<file path="config.mk">
export PLATFORM = sky130hd
export DESIGN_NAME = instr_encoder
export DESIGN_NICKNAME = d
export VERILOG_FILES = /design/src/rtl/rv32_pkg.sv /design/src/rtl/instr_field_pack.sv /design/src/rtl/instr_encoder.sv
export SDC_FILE = /design/constraint.sdc
export NUM_CORES = 1
export LEC_CHECK = 0
export BUFFER_PORTS_ARGS = -buffer_cell sky130_fd_sc_hd__buf_2
export CORE_UTILIZATION = 48
export CTS_CLUSTER_DIAMETER = 40
export DETAILED_ROUTE_END_ITERATION = 6
export GPL_ROUTABILITY_DRIVEN = 0
export PLACE_DENSITY = 0.84
export SETUP_SLACK_MARGIN = 0.15
export SLEW_MARGIN = 20
export SYNTH_ARGS = -nofsm -noshare
export SYNTH_HDL_FRONTEND = slang
export SYNTH_SLANG_ARGS = --single-unit
</file>
<file path="constraint.sdc">
create_clock -name clk -period 1.77 [get_ports clk]
set_input_delay 0.354 -clock clk [delete_from_list [all_inputs] [get_ports clk]]
set_output_delay 0.354 -clock clk [all_outputs]
set_load 0.01 [all_outputs]
</file>
<file path="src/rtl/rv32_pkg.sv">
// Shared RV32I encoding constants, request kinds and the loader FSM state type.
// Also used by the pipeline's opcode/funct3 decoder.
package rv32_pkg;

  localparam logic [6:0] OPC_OP_IMM = 7'b0010011;
  localparam logic [6:0] OPC_OP     = 7'b0110011;
  localparam logic [6:0] OPC_LOAD   = 7'b0000011;
  localparam logic [6:0] OPC_STORE  = 7'b0100011;

  localparam logic [2:0] F3_ADD_SUB = 3'b000;
  localparam logic [2:0] F3_WORD    = 3'b010;

  localparam logic [6:0] F7_ADD = 7'b0000000;
  localparam logic [6:0] F7_SUB = 7'b0100000;

  // addi x0,x0,0
  localparam logic [31:0] NOP_WORD = 32'h0000_0013;

  typedef enum logic [2:0] {
    KIND_ADDI = 3'd0,
    KIND_ADD  = 3'd1,
    KIND_SUB  = 3'd2,
    KIND_LW   = 3'd3,
    KIND_SW   = 3'd4
  } kind_e;

  typedef enum logic [1:0] {
    ST_IDLE = 2'd0,
    ST_LOAD = 2'd1,
    ST_FIN  = 2'd2,
    ST_ERR  = 2'd3
  } enc_state_e;

endpackage

</file>
<file path="src/rtl/instr_field_pack.sv">
// Combinational RV32I word assembly from request kind and fields.
// Unknown kinds produce the NOP word.
module instr_field_pack
  import rv32_pkg::*;
(
  input  logic [2:0]  kind,
  input  logic [4:0]  rd,
  input  logic [4:0]  rs1,
  input  logic [4:0]  rs2,
  input  logic [11:0] imm,
  output logic [31:0] word
);

  always_comb begin
    word = NOP_WORD;
    case (kind)
      KIND_ADDI: word = {imm, rs1, F3_ADD_SUB, rd, OPC_OP_IMM};
      KIND_ADD:  word = {F7_ADD, rs2, rs1, F3_ADD_SUB, rd, OPC_OP};
      KIND_SUB:  word = {F7_SUB, rs2, rs1, F3_ADD_SUB, rd, OPC_OP};
      KIND_LW:   word = {imm, rs1, F3_WORD, rd, OPC_LOAD};
      // S-format splits the immediate around the register fields
      KIND_SW:   word = {imm[11:5], rs2, rs1, F3_WORD, imm[4:0], OPC_STORE};
      default:   word = NOP_WORD;
    endcase
  end

endmodule

</file>
<file path="src/rtl/instr_encoder.sv">
// Program loader: encodes field-level requests and writes them to consecutive imem words.
// Define INSTR_ENCODER_ILLEGAL_ERR_EN to trap illegal kinds in an ERR state instead of writing NOPs.
//
// state | meaning
// IDLE  | waiting for start
// LOAD  | accepting requests, one imem write per accept
// FIN   | one-cycle done pulse, then back to IDLE
// ERR   | illegal kind seen (optional), held until start
module instr_encoder
  import rv32_pkg::*;
#(
  parameter int AW   = 6,
  parameter int BASE = 0
) (
  input  logic          clk,
  input  logic          rst_n,
  input  logic          start,
  input  logic          in_valid,
  output logic          in_ready,
  input  logic [2:0]    in_kind,
  input  logic [4:0]    in_rd,
  input  logic [4:0]    in_rs1,
  input  logic [4:0]    in_rs2,
  input  logic [11:0]   in_imm,
  input  logic          in_last,
  output logic          imem_we,
  output logic [AW-1:0] imem_addr,
  output logic [31:0]   imem_wdata,
  output logic          busy,
  output logic          done,
`ifdef INSTR_ENCODER_ILLEGAL_ERR_EN
  output logic          err,
`endif
  output logic [AW:0]   count
);

  localparam logic [AW-1:0] PTR_BASE = BASE[AW-1:0];
  localparam logic [AW-1:0] PTR_MAX  = {AW{1'b1}};
  localparam logic [AW-1:0] PTR_ONE  = {{(AW-1){1'b0}}, 1'b1};
  localparam logic [AW:0]   CNT_ONE  = {{AW{1'b0}}, 1'b1};

  enc_state_e    state, state_nxt;
  logic [AW-1:0] ptr;
  logic [31:0]   word;
  logic          accept;
  logic          write_ok;

  instr_field_pack u_pack (
    .kind (in_kind),
    .rd   (in_rd),
    .rs1  (in_rs1),
    .rs2  (in_rs2),
    .imm  (in_imm),
    .word (word)
  );

  assign in_ready = (state == ST_LOAD);
  assign busy     = (state == ST_LOAD);
  assign done     = (state == ST_FIN);
  assign accept   = in_valid & in_ready;

`ifdef INSTR_ENCODER_ILLEGAL_ERR_EN
  logic illegal;
  assign illegal  = (in_kind > KIND_SW);
  assign write_ok = accept & ~illegal;
`else
  assign write_ok = accept;
`endif

  always_comb begin
    state_nxt = state;
    case (state)
      ST_IDLE: if (start) state_nxt = ST_LOAD;
      ST_LOAD: begin
`ifdef INSTR_ENCODER_ILLEGAL_ERR_EN
        if (accept && illegal) state_nxt = ST_ERR;
        else
`endif
        // capacity stop: the word just accepted lands in the last slot
        if (accept && (in_last || ptr == PTR_MAX)) state_nxt = ST_FIN;
      end
      ST_FIN:  state_nxt = ST_IDLE;
`ifdef INSTR_ENCODER_ILLEGAL_ERR_EN
      ST_ERR:  if (start) state_nxt = ST_IDLE;
`endif
      default: state_nxt = ST_IDLE;
    endcase
  end

  always_ff @(posedge clk) begin
    if (!rst_n) begin
      state      <= ST_IDLE;
      ptr        <= PTR_BASE;
      count      <= '0;
      imem_we    <= 1'b0;
      imem_addr  <= '0;
      imem_wdata <= '0;
    end else begin
      state   <= state_nxt;
      imem_we <= write_ok;
      if (write_ok) begin
        imem_addr  <= ptr;
        imem_wdata <= word;
        ptr        <= ptr + PTR_ONE;
        count      <= count + CNT_ONE;
      end
      if (state == ST_IDLE && start) begin
        ptr   <= PTR_BASE;
        count <= '0;
      end
    end
  end

`ifdef INSTR_ENCODER_ILLEGAL_ERR_EN
  always_ff @(posedge clk) begin
    if (!rst_n) begin
      err <= 1'b0;
    end else if (accept && illegal) begin
      err <= 1'b1;
    end else if (state == ST_ERR && start) begin
      err <= 1'b0;
    end
  end
`endif

endmodule

</file>
==> parameters.txt <==
Parameter                              Value

Status
  Outcome ... finished clean

Layout
  Commonest non-fill, non-tap cells in the layout ... sky130_fd_sc_hd__buf_2, sky130_fd_sc_hd__dfxtp_1, sky130_fd_sc_hd__nand2_1
  Number of nets in the layout ... 355
  Leading cell type in the layout, fill and taps excluded ... sky130_fd_sc_hd__buf_2
  Number of antenna cells inserted ... 0
  Synth-to-Final Area Change ... 22.62%
  Share of layout cells above drive strength 1 ... 29.78%
  Utilization after layout ... 63.35%
  Final standard cell area without fillers ... 2625 um2
  Post-route non-filler standard cell count ... 369

Clock network
  Num CTS Buffers ... 5
  CTS tree ... built
  Count of hold buffers inserted by post-cts repair ... 0
  Buffers inserted during post-CTS setup optimization ... 0
  Clk Latency, worst-skew pair ... 0.29 ns
  Clk Tree Root Cell ... sky130_fd_sc_hd__clkbuf_8
  Max clock buf depth ... 2
  H-tree depth reported by CTS ... 2
  CTS sink cnt ... 48
  Clock slew at reported path FFs ... 0.09 ns

Worst hold path
  Depth of the worst hold-timing path ... 3
  Source of the worst hold timing path ... in_rs2[2]
  Worst hold path class ... primary input to flop
  WHS Endpoint ... imem_wdata[22]

STA
  Part of the cycle the worst path needs ... 81.64%
  Final Hold Violating Endpoints ... 0
  Setup repair after global routing missed its margin ... false
  F_max ... 0.6920 GHz
  Fin crit period ... 1.445 ns
  Hold slack ... 0.3131 ns
  Aggregate negative setup slack ... 0 ns
  Setup Viol. Count Final ... 0
  Post-route clock skew ... 0.004247 ns
  Least setup slack across all paths after layout ... 0.3250 ns
  Final-report max-slew violation count ... 0

Floorplan
  Die Footprint ... 4731 um2
  Starting density of the core ... 51.66%
  Die height ... 68.79 um
  Width of the die ... 68.79 um
  Area of the placeable core ... 4144 um2
  # rows ... 23
  I/O pin count ... 84

Routing
  Count of vias placed by the detailed router ... 1,969
  Iteration-0 DRC count of the detailed router ... 89
  Antenna violation net count after detailed routing ... 0
  First-pass iteration count of the detailed router ... 4
  Vias per cell ... 5.336
  Final WL ... 4654 um
  Average wire length per cell after detail routing ... 12.61 um
  Detailed-route DRC error count ... 0

Placement
  Post-placement worst setup slack ... 0.3584 ns
  Placed wire-length estimate ... 3435 um
  Placed instance area ... 2516 um2
  Cell Count Post-Placement ... 361
  Number of port buffers ... 78

Power and ir drop
  Final total power ... 2.155 mW
  Peak ir drop on the vdd network ... 0.0007683 V
  Power density cells ... 820.9 nW/um2
  Net Switching ... 511.5 uW
  Leakage power figure ... 1.144 nW
  Switching part of the total ... 23.73%
  Part of the total power dissipated in combinational logic ... 12.3%
  Portion of total power attributed to sequential cells ... 52.7%
  Clock network fraction of design power ... 35.0%
  Internal Pwr Total ... 1.644 mW

Critical path
  Max Fanout on Critical Path ... 9
  Longest individual stage delay on the worst path ... 0.42 ns
  CP max stage cell ... sky130_fd_sc_hd__dfxtp_2
  Register-to-register path setup slack ... 0.41 ns
  Kind of start point of the critical path ... flop
  Reg2Reg Capture Point ... ptr[2]
  Setup CP Type ... flop to output pin
  Crit path DAT ... 1.09 ns
  Worst flop-to-flop path startpoint ... state[0]
  Data required time at the worst endpoint ... 1.42 ns
  Cell depth of the worst flop-to-flop path ... 3
  Type of destination of the critical path ... output pin
  Series of cell instances along the critical path ... nor2b_1 -> buf_2

Synth
  Count of synthesis-stage warnings from yosys ... 0
  Netlist area before placement ... 2141 um2
  Cell count after synthesis ... 247
  Unique cell type count in the Yosys netlist ... 39
  Sequential element share of the synthesized area ... 44.89%
  Flip-flop and latch count after synthesis ... 48
  Avg Inst Size Synth ... 8.667 um2

Global route
  Overall fraction of global-route tracks in use ... 21.18%
  Global-route wire length before repair ... 7583 um
  Number of antenna violations at the first check in global routing ... 0
  Largest net degree at the start of global routing ... 24
  Remaining Overflow, GRT ... 0
  Via count of the first global-routing pass ... 1,748

Flow run
  Reported max-cap violation count ... 0
[power groups by stage]
stage / Sequential (mW) / Combinational (mW) / Clock (mW)
floorplan: 1.17 / 0.163 / 0
global placement: 1.16 / 0.262 / 0
detailed placement: 1.16 / 0.265 / 0
CTS: 1.14 / 0.266 / 0.784
global route: 1.14 / 0.297 / 0.830
finish: 1.14 / 0.265 / 0.755
[routing by layer]
layer	wire length, um	vias to the layer above	GRT usage [%]
met5	0	-	0
met4	33	0	6.122
met3	307	5	5.099
met2	2172	71	36.15
met1	2141	885	26.38
li1	-	1008	-
[state kept, by name (all words and copies together) (netlist names)]
register	count
ptr	6
imem_wdata	26
imem_we	1
state	2
imem_addr	6
count	7
[logic make-up after synthesis]
family                   synth area share (%)
XOR/XNOR                                2.455
flip-flops                              44.89
buffers and inverters                   7.656
AO/OA/AOI/OAI                           24.02
other                                  0.1752
adder cells (fa/ha/maj)                 1.169
AND/OR/NAND/NOR                         19.64
[timing repair]
action	CTS	global route
endpoints found under the setup margin	0	2
resized for setup	0	1
endpoints found under the hold margin	0	0
[critical path, delay by kind of cell (launching register included)]
| family | cells | cell delay, ns |
|---|---|---|
| flops | 1 | 0.42 |
| buf+inv | 1 | 0.16 |
| simple gates | 1 | 0.22 |
[layout make-up]
type                       count  area [um2]
sequential                    48       962.2
timing repair buffer          86       450.4
fill                         370        1519
clock buffer                   6       72.57
tap                           50       62.56
multi-input combinational    174        1031
inverter                       3       11.26
clock inverter                 2       35.03
[synthesized netlist by cell type (all sizes together)]
library cell,count,area (um2)
a31oi,11,68.82
nand3b,3,35.03
or4,3,22.52
and3b,2,17.52
o21a,2,15.01
conb,1,3.750
or4b,1,10.01
clkinv,1,3.750
nand2,38,142.6
clkbuf,7,27.52
o21ai,15,75.07
o31ai,6,45.04
nor2b,1,6.260
xor2,3,26.28
xnor2,3,26.28
nor3,1,5.000
a21oi,10,50.05
buf,19,125.1
dfxtp,48,960.9
nand3,13,65.06
a21boi,17,127.6
or3,1,6.260
o211ai,7,52.55
nand2b,1,6.260
inv,2,7.510
o2111ai,2,17.52
and3,1,6.260
nor3b,1,7.510
or3b,1,8.760
nand4b,2,17.52
a41o,1,10.01
a32oi,1,8.760
ha,2,25.02
and2,3,18.77
a221oi,5,43.79
nor2,12,45.04
[worst max path at each step]
stage	cells past startpoint	from	slack [ns]	end
2_1_floorplan	5	state[0]	0.50	count[5]
3_5_place_dp	4	start	0.36	ptr[2]
4_1_cts	2	state[0]	0.19	busy
5_1_grt	2	state[0]	0.20	busy
3_3_place_gp	4	start	0.38	count[2]
6_report	2	state[0]	0.32	busy
Power figures use the tool's default switching activity.
